--- src/rtl/fir_out_formatter.sv ---
// Output stage of the 19-tap FIR filter: round/scale the 39-bit accumulator to 16 bits with saturation,
// decimate by DEC, and buffer the results in a small FIFO with a valid/ready handshake.
module fir_out_formatter #(
  parameter int SHIFT = 15,
  parameter int DEC   = 4,
  parameter int DEPTH = 4
) (
  input  logic                     CLK,
  input  logic                     RESET,
  input  logic                     CLR,
  input  logic                     IN_VALID,
  input  logic [38:0]              IN_DATA,
  input  logic                     OUT_READY,
  output logic                     OUT_VALID,
  output logic [15:0]              OUT_DATA,
  output logic [$clog2(DEPTH):0]   FIFO_LEVEL,
  output logic                     SAT,
  output logic                     OVF
);
  localparam int DW = (DEC > 1) ? $clog2(DEC) : 1;
  localparam int AW = $clog2(DEPTH);
  localparam int LW = AW + 1;
  localparam logic [39:0]   RND   = 40'd1 << (SHIFT - 1);
  localparam logic [DW-1:0] DLAST = DW'(DEC - 1);
  localparam logic [LW-1:0] FULL  = LW'(DEPTH);

  logic [DW-1:0] dcnt_q, dcnt_d;
  logic          p_q, p_d;
  logic [15:0]   stage_q, stage_d;
  logic [AW-1:0] wptr_q, wptr_d, rptr_q, rptr_d;
  logic [LW-1:0] lvl_q, lvl_d;
  logic          sat_q, sat_d, ovf_q, ovf_d;
  logic [15:0]   mem_q [DEPTH];

  logic          keep, rd, wr_ok, q_sat;
  logic [39:0]   sum, q;
  logic [15:0]   res;

  always_comb begin
    keep  = IN_VALID && (dcnt_q == '0);
    sum   = {1'b0, IN_DATA} + RND;
    q     = sum >> SHIFT;
    q_sat = |q[39:16];
    res   = q_sat ? 16'hFFFF : q[15:0];
    rd    = (lvl_q != '0) && OUT_READY;
    // A full FIFO still accepts a write when the head leaves in the same cycle.
    wr_ok = p_q && ((lvl_q != FULL) || rd);

    dcnt_d  = dcnt_q;
    p_d     = 1'b0;
    stage_d = stage_q;
    wptr_d  = wptr_q;
    rptr_d  = rptr_q;
    lvl_d   = lvl_q;
    sat_d   = sat_q;
    ovf_d   = ovf_q;

    if (CLR) begin
      dcnt_d  = '0;
      stage_d = '0;
      wptr_d  = '0;
      rptr_d  = '0;
      lvl_d   = '0;
      sat_d   = 1'b0;
      ovf_d   = 1'b0;
    end else begin
      if (IN_VALID) dcnt_d = (dcnt_q == DLAST) ? '0 : dcnt_q + 1'b1;
      p_d = keep;
      if (keep) stage_d = res;
      sat_d = sat_q | (keep & q_sat);
      ovf_d = ovf_q | (p_q & ~wr_ok);
      if (wr_ok) wptr_d = wptr_q + 1'b1;
      if (rd)    rptr_d = rptr_q + 1'b1;
      case ({wr_ok, rd})
        2'b10:   lvl_d = lvl_q + 1'b1;
        2'b01:   lvl_d = lvl_q - 1'b1;
        default: lvl_d = lvl_q;
      endcase
    end
  end

  always_ff @(posedge CLK or negedge RESET) begin
    if (!RESET) begin
      dcnt_q  <= '0;
      p_q     <= 1'b0;
      stage_q <= '0;
      wptr_q  <= '0;
      rptr_q  <= '0;
      lvl_q   <= '0;
      sat_q   <= 1'b0;
      ovf_q   <= 1'b0;
    end else begin
      dcnt_q  <= dcnt_d;
      p_q     <= p_d;
      stage_q <= stage_d;
      wptr_q  <= wptr_d;
      rptr_q  <= rptr_d;
      lvl_q   <= lvl_d;
      sat_q   <= sat_d;
      ovf_q   <= ovf_d;
    end
  end

  // Storage needs no reset: OUT_DATA is masked to zero whenever the FIFO is empty.
  always_ff @(posedge CLK) begin
    if (!CLR && wr_ok) mem_q[wptr_q] <= stage_q;
  end

  assign OUT_VALID  = (lvl_q != '0);
  assign OUT_DATA   = OUT_VALID ? mem_q[rptr_q] : 16'h0000;
  assign FIFO_LEVEL = lvl_q;
  assign SAT        = sat_q;
  assign OVF        = ovf_q;
endmodule
--- config.mk ---
export PLATFORM = sky130hd
export DESIGN_NAME = fir_out_formatter
export DESIGN_NICKNAME = d
export VERILOG_FILES = /design/src/rtl/fir_out_formatter.sv
export SDC_FILE = /design/constraint.sdc
export NUM_CORES = 1
export LEC_CHECK = 0
export BUFFER_PORTS_ARGS = -buffer_cell sky130_fd_sc_hd__buf_2
export CAP_MARGIN = 10
export CORE_ASPECT_RATIO = 0.75
export CORE_UTILIZATION = 46
export CTS_CLUSTER_DIAMETER = 80
export DETAILED_ROUTE_END_ITERATION = 12
export GPL_TIMING_DRIVEN = 0
export PLACE_DENSITY = 0.76
export SYNTH_ARGS = -nofsm -noshare
export SYNTH_HDL_FRONTEND = slang
export SYNTH_SLANG_ARGS = --single-unit
--- constraint.sdc ---
create_clock -name CLK -period 4.4 [get_ports CLK]
set_clock_uncertainty 0.1 [all_clocks]
set_input_delay 0.44 -clock CLK [delete_from_list [all_inputs] [get_ports CLK]]
set_output_delay 0.44 -clock CLK [all_outputs]
set_load 0.05 [all_outputs]
==> flow_summary.ini <==
[run_status]
status = complete, no violations

[setup_path]
crit-reg2reg-launch = FIFO_LEVEL[2]
worstSetupPathType = flip-flop to primary output
reg2reg_depth = 7
worstPathRequired_ns = 3.86
slowest_delay_ns = 0.54
crit_arrival_ns = 2.43
path_cells = clkbuf_1 -> buf_1 -> mux4_2 -> and2_1 -> buf_2
end_kind = primary output
rrSetupSlack_ns = 1.96
crit_start = rptr_q[1]
crit_fanout = 10
r2r_end = FIFO_LEVEL[2]
cp-start-kind = flip-flop
crit_slowest_cell = buf_1

[clock_network]
ctsHoldBuffers = 0
root_buffer = clkbuf_16
cts_buffers = 9
path_clk_slew_ns = 0.06
cts_max_level = 3
clock_path_buffers = 2
cts_setup_buffers = 0
cts_tree = yes
clock-sinks = 92
clk_latency_ns = 0.33
cts_resized = 0

[logic_synthesis]
synthXorXnorAreaFrac_pct = 4.25
synth.largest_area_cell = edfxtp_1
synth.net_count = 350
synth.yosys.seq_area_share_pct = 60.6
synth-compound-area-share_pct = 8.00
ys_types = 44
async_flop_share_pct = 30.4
synth-seq-cells = 92
syn_avg_cell_area_sq_um = 14.5
synth_top_family_by_area = simple AND/OR/NAND/NOR gates
synth_top_area_share_pct = 44.4
synth_warnings = 0
synth_fa_ha_area_share_pct = 2.20
ys.flop_type = edfxtp_1
synthMuxAreaShare_pct = 9.25
yosys.area_share.simple_pct = 12.9
synth.area.top_cells = edfxtp_1 44%, dfrtp_1 16%, mux4_2 8.3%
synth_edf_count = 64
netlist_instances = 299
synth_area_sq_um = 4330

[sta]
hold_viol = 0
fin_crit_sh_pct = 67.4
tns_ns = 0
setup_viol_count_final = 0
maxSlewViolCount = 0
timing.hold.ws_ns = 0.0310
period_minus_slack_ns = 2.97
rsz0062_at_grt = false
slew_headroom_pct = 45.2
fmax_mhz = 337
worst_pin_slew_ns = 0.822
setup_ws_ns = 1.43

[placement]
place_congestion = 0.816
io_buffers = 50
dpl.cell_count = 477
placed_cell_area_sq_um = 4740
pre_cts_slack_ns = 1.75
dpl.hpwl_um = 5700

[routing]
firstDrtPassIters = 4
antenna_left = 0
num_vias = 2584
post_drt_wl_per_cell_um = 16.2
drc_errors = 0
drt_iter0_markers = 167
via_per_inst = 5.24
routed_wl_um = 7970

[cells_and_area]
final_cell_mix = 64 x edfxtp_1, 52 x buf_2, 39 x nor2_1
final_common_cell = edfxtp_1
diodes = 0
fin_area_sq_um = 5000
final_core_util_pct = 55.1
finalNetCount = 411
areaGrowthSynthToFinish_pct = 15.5
layout.cells.non_filler = 493
drive_gt1_share_pct = 27.4

[power_and_ir_drop]
p_total_mw = 2.02
ir_drop_v = 0.000233
powerDensity_nw_per_um2 = 404
power.leakage_nw = 1.84

[global_routing]
grt_max_degree = 29
grt_pass1_vias = 2430
antenna_found_initial = 0
track_usage_pct = 17.8
grt_pass1_wl_um = 12900
overflow = 0

[floorplan]
core_sq_um = 9080
row_count = 30
die_w_um = 114
ios = 66
start_util_pct = 47.7
die_h_um = 86.0
die_area_sq_um = 9810

[worst_hold_path]
hold_path_class = input port to asynchronous set/reset pin

[job]
cap_violations = 0
==> layout make-up <==
type | instances | area (sq um)
plain buffers | 15 | 98.8
clock buffers | 11 | 233
clock inverters | 5 | 28.8
fillers | 774 | 4080
inverters | 6 | 22.5
multi-input cells | 186 | 1590
flip-flops and latches | 92 | 2620
well taps | 128 | 160
repair buffers | 50 | 250
==> critical path, delay by kind of cell, from the launching register on <==
family	cells	cell delay [ns]
and+or+nand+nor	1	0.17
muxes	1	0.43
DFF	1	0.31
buffers and inverters	3	1.18
==> cells by family (layout without fill, tap and decap cells) <==
kind of cell | Yosys count | in the layout
multiplexers | 20 | 20
adder cells (fa/ha/maj) | 7 | 7
XOR/XNOR | 21 | 21
AO/OA/AOI/OAI | 36 | 36
flip-flops | 92 | 92
AND/OR/NAND/NOR | 102 | 102
buffers and inverters | 21 | 87
==> cells in the mapped netlist (2+ instances only) <==
cell type	count
nor3_1	2
xnor2_1	12
nor4_4	2
dfrtp_1	28
xor2_1	9
mux2i_1	4
a311oi_2	7
a21oi_1	5
nor2b_1	3
nand2b_1	2
a311oi_1	7
mux4_2	16
dlygate4sd3_1	3
buf_2	2
and2_1	21
a31oi_1	2
nand2_1	11
nand3_1	10
edfxtp_1	64
ha_1	6
o21ai_0	7
clkbuf_1	7
nor2_1	39
a211oi_2	2
inv_1	6
nand4_1	4
==> metal layers <==
metal | GRT usage [%] | vias up | wire [um]
met5 | 0 | - | 0
li1 | - | 1247 | -
met2 | 27.2 | 86 | 3710
met4 | 4.60 | 0 | 78
met3 | 5.16 | 5 | 561
met1 | 25.1 | 1246 | 3610
==> how the worst max path moves through the flow <==
| stage | to | depth (start not counted) |
|---|---|---|
| after floorplan | OUT_DATA[10] | 3 |
| after global placement | OUT_DATA[6] | 5 |
| after detailed placement | OUT_DATA[6] | 5 |
| after CTS | OUT_DATA[6] | 5 |
| after global routing | OUT_DATA[6] | 5 |
| final | OUT_DATA[6] | 5 |
==> where the power goes <==
part | total, mW | leakage [nW] | internal, mW | switching, mW
Sequential | 1.00 | 0.955 | 0.970 | 0.0345
Combinational | 0.343 | 0.760 | 0.117 | 0.226
Clock | 0.674 | 0.125 | 0.379 | 0.295
==> registers in the layout (all words and copies together) (netlist names) <==
| register | flops |
|---|---|
| rptr_q | 2 |
| dcnt_q | 2 |
| OVF | 1 |
| FIFO_LEVEL | 3 |
| stage_q | 16 |
| mem_q | 64 |
| SAT | 1 |
| p_q | 1 |
| wptr_q | 2 |
No activity file was read; power rests on OpenSTA's default activity.
